--- config.mk ---
export PLATFORM = sky130hd
export DESIGN_NAME = usb_serial_ep_fifo
export DESIGN_NICKNAME = d
export VERILOG_FILES = /design/src/rtl/usb_serial_ep_fifo.sv
export SDC_FILE = /design/constraint.sdc
export NUM_CORES = 1
export LEC_CHECK = 0
export BUFFER_PORTS_ARGS = -buffer_cell sky130_fd_sc_hd__clkbuf_2
export CORE_MARGIN = 3
export CORE_UTILIZATION = 55
export CTS_BUF_LIST = sky130_fd_sc_hd__clkbuf_2 sky130_fd_sc_hd__clkbuf_4 sky130_fd_sc_hd__clkbuf_8
export DETAILED_ROUTE_END_ITERATION = 7
export PLACE_DENSITY = 0.67
export SLEW_MARGIN = 30
export SYNTH_ARGS = -nofsm -noshare
export SYNTH_HDL_FRONTEND = slang
export SYNTH_SLANG_ARGS = --single-unit
--- constraint.sdc ---
create_clock -name clk -period 4.2 [get_ports clk]
set_input_delay 0.21 -clock clk [delete_from_list [all_inputs] [get_ports clk]]
set_output_delay 0.21 -clock clk [all_outputs]
set_load 0.02 [all_outputs]
--- src/rtl/usb_serial_ep_fifo.sv ---
// usb_serial_ep_fifo: byte-stream bridge between a USB bulk OUT/IN endpoint
// pair and a valid/ready fabric client.
// - RX path: host OUT bytes are buffered and presented on rx_*. When the RX
//   FIFO cannot take another byte, the host is held off and no byte is lost.
//   SETUP bytes are read and thrown away.
// - TX path: fabric bytes are buffered and sent as IN packets of at most
//   MAX_PKT bytes. A packet of exactly MAX_PKT bytes that empties the FIFO is
//   followed by a zero-length packet.
// Optional feature macro: USB_SERIAL_FLUSH_TIMER_EN. When it is defined, a
// short packet is sent only after FLUSH_CYCLES idle cycles. When it is not
// defined, a short packet starts as soon as data is waiting.
module usb_serial_ep_fifo #(
  parameter int RX_AW        = 6,
  parameter int TX_AW        = 6,
  parameter int MAX_PKT      = 64,
  parameter int FLUSH_CYCLES = 48000
) (
  input  logic       clk,
  input  logic       reset_n,
  output logic       out_ep_req,
  input  logic       out_ep_grant,
  input  logic       out_ep_data_avail,
  input  logic       out_ep_setup,
  output logic       out_ep_data_get,
  input  logic [7:0] out_ep_data,
  output logic       out_ep_stall,
  input  logic       out_ep_acked,
  output logic       in_ep_req,
  input  logic       in_ep_grant,
  input  logic       in_ep_data_free,
  output logic       in_ep_data_put,
  output logic [7:0] in_ep_data,
  output logic       in_ep_data_done,
  output logic       in_ep_stall,
  input  logic       in_ep_acked,
  output logic [7:0] rx_data,
  output logic       rx_valid,
  input  logic       rx_ready,
  input  logic [7:0] tx_data,
  input  logic       tx_valid,
  output logic       tx_ready
);

  localparam int RX_D = 1 << RX_AW;
  localparam int TX_D = 1 << TX_AW;
  localparam int PW   = $clog2(MAX_PKT + 1);

  localparam logic [RX_AW:0] RX_DEPTH = RX_D[RX_AW:0];
  localparam logic [RX_AW:0] RX_TWO   = 2;
  localparam logic [TX_AW:0] TX_DEPTH = TX_D[TX_AW:0];
  localparam logic [TX_AW:0] TX_MAXC  = MAX_PKT[TX_AW:0];
  localparam logic [PW-1:0]  PKT_MAX  = MAX_PKT[PW-1:0];

  localparam logic [2:0] S_IDLE = 3'd0;
  localparam logic [2:0] S_REQ  = 3'd1;
  localparam logic [2:0] S_FILL = 3'd2;
  localparam logic [2:0] S_DONE = 3'd3;
  localparam logic [2:0] S_WAIT = 3'd4;

  // ---------------------------------------------------------------- RX path
  logic [7:0]       rx_mem [RX_D];
  logic [RX_AW-1:0] rx_wp_q, rx_rp_q;
  logic [RX_AW:0]   rx_cnt_q, rx_cnt_d, rx_free;
  logic             get_q, rx_wr, rx_rd;

  // Free slots are counted net of the byte already in flight from last
  // cycle's get. Two are kept spare, so get drops before the FIFO fills.
  assign rx_free         = RX_DEPTH - rx_cnt_q - {{RX_AW{1'b0}}, get_q};
  assign out_ep_req      = out_ep_data_avail;
  assign out_ep_data_get = out_ep_grant && out_ep_data_avail && (rx_free >= RX_TWO);
  assign rx_wr           = get_q && !out_ep_setup && (rx_cnt_q != RX_DEPTH);
  assign rx_valid        = (rx_cnt_q != '0);
  assign rx_rd           = rx_valid && rx_ready;
  assign rx_data         = rx_valid ? rx_mem[rx_rp_q] : 8'h00;

  // RX occupancy next-state
  always_comb begin
    rx_cnt_d = rx_cnt_q;
    case ({rx_wr, rx_rd})
      2'b10:   rx_cnt_d = rx_cnt_q + 1'b1;
      2'b01:   rx_cnt_d = rx_cnt_q - 1'b1;
      default: rx_cnt_d = rx_cnt_q;
    endcase
  end

  // RX storage write; the byte arrives the cycle after its get
  always_ff @(posedge clk) begin
    if (rx_wr) rx_mem[rx_wp_q] <= out_ep_data;
  end

  // RX pointers, count and in-flight flag
  always_ff @(posedge clk or negedge reset_n) begin
    if (!reset_n) begin
      rx_wp_q  <= '0;
      rx_rp_q  <= '0;
      rx_cnt_q <= '0;
      get_q    <= 1'b0;
    end else begin
      get_q    <= out_ep_data_get;
      rx_cnt_q <= rx_cnt_d;
      if (rx_wr) rx_wp_q <= rx_wp_q + 1'b1;
      if (rx_rd) rx_rp_q <= rx_rp_q + 1'b1;
    end
  end

  // ---------------------------------------------------------------- TX path
  logic [7:0]       tx_mem [TX_D];
  logic [TX_AW-1:0] tx_wp_q, tx_rp_q;
  logic [TX_AW:0]   tx_cnt_q, tx_cnt_d;
  logic             rdy_q, tx_wr, tx_rd, tx_empty;
  logic [2:0]       state_q, state_d;
  logic [PW-1:0]    pkt_q, pkt_d;
  logic             zlp_q, zlp_d, flush;

  assign tx_empty = (tx_cnt_q == '0);
  assign tx_ready = rdy_q && (tx_cnt_q != TX_DEPTH);
  assign tx_wr    = tx_valid && tx_ready;
  assign tx_rd    = in_ep_data_put;

  assign in_ep_data_put  = (state_q == S_FILL) && in_ep_data_free && !tx_empty && (pkt_q < PKT_MAX);
  assign in_ep_data      = in_ep_data_put ? tx_mem[tx_rp_q] : 8'h00;
  assign in_ep_req       = (state_q == S_REQ) || (state_q == S_FILL) || (state_q == S_DONE);
  assign in_ep_data_done = (state_q == S_DONE);
  assign out_ep_stall    = 1'b0;
  assign in_ep_stall     = 1'b0;

`ifdef USB_SERIAL_FLUSH_TIMER_EN
  localparam int FW = $clog2(FLUSH_CYCLES + 1);
  localparam logic [FW-1:0] FLUSH_LIM = FLUSH_CYCLES[FW-1:0];
  logic [FW-1:0] idle_q;

  // Idle timer: counts quiet IDLE cycles and saturates at the limit
  always_ff @(posedge clk or negedge reset_n) begin
    if (!reset_n)                          idle_q <= '0;
    else if (tx_wr || state_q != S_IDLE)   idle_q <= '0;
    else if (idle_q != FLUSH_LIM)          idle_q <= idle_q + 1'b1;
  end
  assign flush = (idle_q == FLUSH_LIM);
`else
  localparam int unused_flush_cycles = FLUSH_CYCLES;
  assign flush = 1'b1;
`endif

  logic unused_ok;
  assign unused_ok = out_ep_acked;

  // TX occupancy next-state
  always_comb begin
    tx_cnt_d = tx_cnt_q;
    case ({tx_wr, tx_rd})
      2'b10:   tx_cnt_d = tx_cnt_q + 1'b1;
      2'b01:   tx_cnt_d = tx_cnt_q - 1'b1;
      default: tx_cnt_d = tx_cnt_q;
    endcase
  end

  // IN packetiser: pick when to send, fill the buffer, hand it over, wait for ACK
  always_comb begin
    state_d = state_q;
    pkt_d   = pkt_q;
    zlp_d   = zlp_q;
    case (state_q)
      S_IDLE: begin
        pkt_d = '0;
        if (tx_cnt_q >= TX_MAXC || ((!tx_empty || zlp_q) && flush)) begin
          state_d = S_REQ;
          zlp_d   = 1'b0;   // any packet sent now ends the transfer
        end
      end
      S_REQ:  if (in_ep_grant) state_d = S_FILL;
      S_FILL: begin
        if (in_ep_data_put) pkt_d = pkt_q + 1'b1;
        if (pkt_q == PKT_MAX || tx_empty) begin
          state_d = S_DONE;
          if (pkt_q == PKT_MAX && tx_empty) zlp_d = 1'b1;
        end
      end
      S_DONE: state_d = S_WAIT;
      S_WAIT: if (in_ep_acked) state_d = S_IDLE;
      default: state_d = S_IDLE;
    endcase
  end

  // TX storage write
  always_ff @(posedge clk) begin
    if (tx_wr) tx_mem[tx_wp_q] <= tx_data;
  end

  // TX pointers, count, FSM state and ready enable
  always_ff @(posedge clk or negedge reset_n) begin
    if (!reset_n) begin
      tx_wp_q  <= '0;
      tx_rp_q  <= '0;
      tx_cnt_q <= '0;
      rdy_q    <= 1'b0;
      state_q  <= S_IDLE;
      pkt_q    <= '0;
      zlp_q    <= 1'b0;
    end else begin
      rdy_q    <= 1'b1;
      tx_cnt_q <= tx_cnt_d;
      state_q  <= state_d;
      pkt_q    <= pkt_d;
      zlp_q    <= zlp_d;
      if (tx_wr) tx_wp_q <= tx_wp_q + 1'b1;
      if (tx_rd) tx_rp_q <= tx_rp_q + 1'b1;
    end
  end

endmodule
# Word-level counts from Yosys, hierarchy flattened
# Memory sizes are Yosys's and may differ from the RTL's.
# Index checks and enable logic that the tools add are counted.
# totals
reg_bits,51
mem_bits_rw,1024
out_inout_bits,25
wordCells,90
memories,2
# classes
addsub,11
magnitude_cmp,3
n_eq_ne,17
muxes,19
reduce_logical,27
# mem_list
memory,depth,width,rd,rd_clocked_by_memory_dff,write_ports,line,source
rx_mem,64,8,1,0,1,61,logic [7:0] rx_mem [RX_D];
tx_mem,64,8,1,0,1,107,logic [7:0] tx_mem [TX_D];
# ops
op,count
case mux 7 bit (2 select lines),3
"adder 6 x 1 -> 6 bit, second input constant",4
"adder 7 x 1 -> 7 bit, second input constant",3
two-way mux 8 bit,2
case mux 3 bit (5 select lines),1
"inequality test 7 bit, second input constant",2
"subtractor 7 x 1 -> 7 bit, second input constant",2
two-way mux 3 bit,4
logical AND 1 bit,11
"inequality test 2 bit, second input constant",4
AND reduction 4 bit,2
"== test 7 bit, second input constant",1
"greater-or-equal comparator 7 x 2 -> 1 bit, second input constant",1
"greater-or-equal comparator 7 bit, second input constant",1
logical NOT 7 bit,1
"< comparator 7 bit, second input constant",1
two-way mux 1 bit,7
two-way mux 7 bit,1
nonzero test 7 bit,1
subtractor 7 x 1 -> 7 bit,1
"subtractor 7 bit, first input constant",1
"== test 3 x 2 -> 1 bit, second input constant",2
nonzero test 2 bit,3
logical OR 1 bit,5
9 further kinds,13

# Logic depth before layout (Yosys ltp)
# depth
ltp_word,6
mapped_depth,16
depth_no_buf,13

# Worst setup path after synthesis
# OpenSTA, ideal clock, no wires.
# synth_path
path_kind,reg2reg
from,register rx_cnt_q[2]
to,register rx_cnt_q[4]
arrival_ns,3.410
setup_slack_ns,0.710
path_stages_with_launch,17
path_cell_list,dfrtp_1 clkbuf_1 inv_1 ha_1 nand4bb_1 nand2b_1 and2_1 clkbuf_1 ha_1 clkbuf_1 xor2_1 ha_1 nor3b_1 o21ai_0 a21oi_1 a211oi_1 xnor2_1
# synth_between
elab_chain_len,4
word_cells_on_any_way,10
classes_between,2 x add/sub; 3 x eq/ne; 1 x mux; 4 x reduce/logical
# synth_rtl
element,line,source
from (decl),63,"logic [RX_AW:0] rx_cnt_q, rx_cnt_d, rx_free;"
from (signal assigned),100,rx_cnt_q <= rx_cnt_d;
nonzero test 7 bit (*),72,assign rx_valid = (rx_cnt_q != '0);
via rx_valid,37,"output logic rx_valid,"
logical AND 1 bit (*),73,assign rx_rd = rx_valid && rx_ready;
via rx_rd,64,"logic get_q, rx_wr, rx_rd;"
== test 2 x 1 -> 1 bit or == test 2 bit (tied branches),79,"case ({rx_wr, rx_rd})"
case mux 7 bit (2 select lines) or nonzero test 2 bit (tied branches),--,
# The timed path passes the listed nets; every way through them passes the cells marked *.
# A chain may end at the register's enable or synchronous reset.

# Worst setup path in the final report
# layout_path
from,register rx_rp_q[0]
to,output port rx_data[6]
# layout_between
elab_chain_len,2
# layout_rtl
element,line,source
from (decl),62,"logic [RX_AW-1:0] rx_wp_q, rx_rp_q;"
from (signal assigned),102,if (rx_rd) rx_rp_q <= rx_rp_q + 1'b1;
memory read (64 x 8 bit),--,
two-way mux 8 bit,74,assign rx_data = rx_valid ? rx_mem[rx_rp_q] : 8'h00;
to (decl),36,"output logic [7:0] rx_data,"
# No other way between the ends.

==> reports/qor.yml <==
outcome: "completed"
async_flop_share: 0.04744
die_w_um: 285.7
cts_made_buffers: 169
die_area_sq_mm: 0.08164
maxCapViolCount: 0
post-route-drc-count: 0
overflow: 0
period_share: 0.9557
cts_setup_buffers: 0
seq_area_frac_synth: 0.7441
ant_nets: 0
clock-sinks: 1075
grtUsageMet3: 0.04159
use_met1: 0.3165
fin_hold_ws_ns: 0.06119
setup_viol: 0
yosysUniqueCellTypes: 68
power_density_mw_per_mm2: 601.7
finalSetupTns_ns: 0
htree_num_levels: 4
hold_viol: 0
period_minus_slack_ns: 4.014
syn_to_final_growth_pct: 11.93
worst_slew_pin_slew_ns: 0.9678
crit_family: "compound AO/OA/AOI/OAI gates"
place_hpwl_mm: 57.83
layout-drive-gt1-share: 0.2481
startpoint_type: "flop"
gp_congestion: 0.8747
io_buffers: 48
cts.clk_slew.worst_paths_ns: 0.06
wl_per_cell_um: 26.44
cts-root-buf: "clkbuf_8"
p_leak_nw: 15.83
yosys_register_bits: 1075
dr.first_iter.drc_count: 2155
fillerInstances: 5352
final-max-slew-violation-count: 0
multi_input_area_sq_mm: 0.01017
syn-mean-instance-area_sq_um: 19.27
synthCells: 2233
final_cell_mix: "1024 x edfxtp_1, 192 x mux4_2, 172 x clkbuf_8, 166 x nor2_1, 147 x mux2i_1"
final_common_cell: "edfxtp_1"
cp.required_ns: 3.99
first_pass_iters: 6
antenna_found_initial: 1
wirelength_mm: 95.14
path_cells: "buf_12 -> buf_4 -> mux4_2 -> mux2i_1 -> a2111oi_0 -> a21o_1 -> clkbuf_2"
critical_path_class: "flop to primary output"
use_met2: 0.3949
clock-skew-final_ns: 0.02803
critPathArrivalTime_ns: 3.80
yosysWarningCount: 0
critPathMaxFanout: 36
worst_path_max_delay_cell: "dfrtp_4"
grt_util_all_layers: 0.2373
slowest_delay_ns: 0.87
num_vias: 21951
grt_pass1_vias: 22673
synth.cell_area_sq_mm: 0.04304
clk_latency_ns: 0.79
grt_max_degree: 65
yosys_most_used_dff: "edfxtp_1"
std_cell_rows: 101
start_util: 0.5611
end_kind: "primary output"
cts_tree: "yes"
hold_class: "input pin to flop"
die_y_um: 285.7
grt_pass1_wl_mm: 143.1
ioPinCount: 52
core-area_sq_mm: 0.07671
cp_num_buf_inv: 3
routed_via_density: 6.101
ff_latch_area_sq_mm: 0.03205
synth_edf_count: 1024
fmax_mhz: 249.1
grt_busiest_layer: "met2"
slew_headroom: 0.3529
ctsLongestPathBuffers: 3
rsz0062_at_grt: "false"
ir_drop_v: 0.0004872
nets: 2495
## worst paths after layout
path / from / endpoint / slack (ns) / depth (start not counted)
setup / recovery: rx_rp_q[0] / rx_data[6] / 0.19 / 7
hold / removal: tx_data[1] / tx_mem[47][1] / 0.06 / 2
setup reg to reg: tx_cnt_q[4] / tx_cnt_q[4] / 0.52 / 11
hold reg to reg: rx_rp_q[5] / rx_rp_q[5] / 0.49 / 1
max in group asynchronous: reset_n / rx_rp_q[0] / 3.44 / 4
min in group asynchronous: reset_n / rx_rp_q[3] / 0.55 / 4
## logic make-up (layout without fill, tap and decap cells)
| family | Yosys count | count (layout) | synth area share |
|---|---|---|---|
| AO/OA/AOI/OAI | 237 | 237 | 0.03730 |
| XOR/XNOR | 45 | 45 | 0.009157 |
| adder cells (fa/ha/maj) | 21 | 21 | 0.006105 |
| buffers and inverters | 151 | 484 | 0.01974 |
| flip-flops | 1075 | 1075 | 0.7441 |
| multiplexers | 361 | 361 | 0.1460 |
| other | 2 | 4 | 0.0001745 |
| AND/OR/NAND/NOR | 341 | 341 | 0.03742 |
## area by class of cell
class                   instances  share of cell area
inverters                      24            0.001870
flip-flops and latches       1075              0.6652
clock inverters                69             0.01135
diodes                          1          0.00005195
multi-input cells            1008              0.2111
repair buffers                169             0.02670
clock buffers                 222             0.05693
well taps                    1030             0.02675
## metrics by stage
step                      setup WS [ns]  cells  instance area [sq um]    util  total power, mW
after global routing            0.01606   3598                  48170  0.6280            30.21
final                            0.1859   3598                  48170  0.6280            28.98
after CTS                       0.07932   3597                  48170  0.6279            29.21
after detailed placement         0.4719   3292                  44730  0.5831            20.59
after global placement           0.7129   3292                  44720  0.5830            20.44
after floorplan                  0.7104   2234                  43040       -            18.32
## Yosys cell counts (16+ instances only)
cell type,n,area (sq um)
xnor2_1,29,254.0
mux4_2,192,4324
o22ai_1,23,143.9
nor2b_1,21,131.4
a21oi_1,61,305.3
dfrtp_1,51,1276
ha_1,21,262.8
o221ai_1,29,254.0
buf_2,27,135.1
nand2_1,57,214.0
mux4_1,16,420.4
edfxtp_1,1024,30750
xor2_1,16,140.1
buf_1,16,60.06
nor2_1,167,626.9
clkbuf_1,43,161.4
o21ai_0,39,195.2
inv_1,23,86.33
mux2i_1,147,1471
buf_4,23,172.7
## layer usage
layer	vias up	wire length (um)
met3	174	6165
met5	-	0
li1	9523	-
met1	11359	37490
met4	0	3088
met2	895	48400
## flip-flops by register name, summed over array words and instances (netlist names)
name / cells
state_q: 3
rx_mem: 512
rdy_q: 1
rx_rp_q: 6
tx_wp_q: 6
rx_wp_q: 6
get_q: 1
tx_cnt_q: 7
tx_rp_q: 6
zlp_q: 1
rx_cnt_q: 7
tx_mem: 512
pkt_q: 7
## power by group
group	switching [mW]	leakage [nW]	internal, mW
clock network	3.93	1.74	4.69
registers	0.813	9.84	12.1
logic	4.05	4.26	3.44
## repair_timing
item	CTS	global route
endpoints found under the hold margin	122	0
hold buffers	14	0
gates resized for setup	0	0
Note: power is estimated with default switching activity, not from simulation.
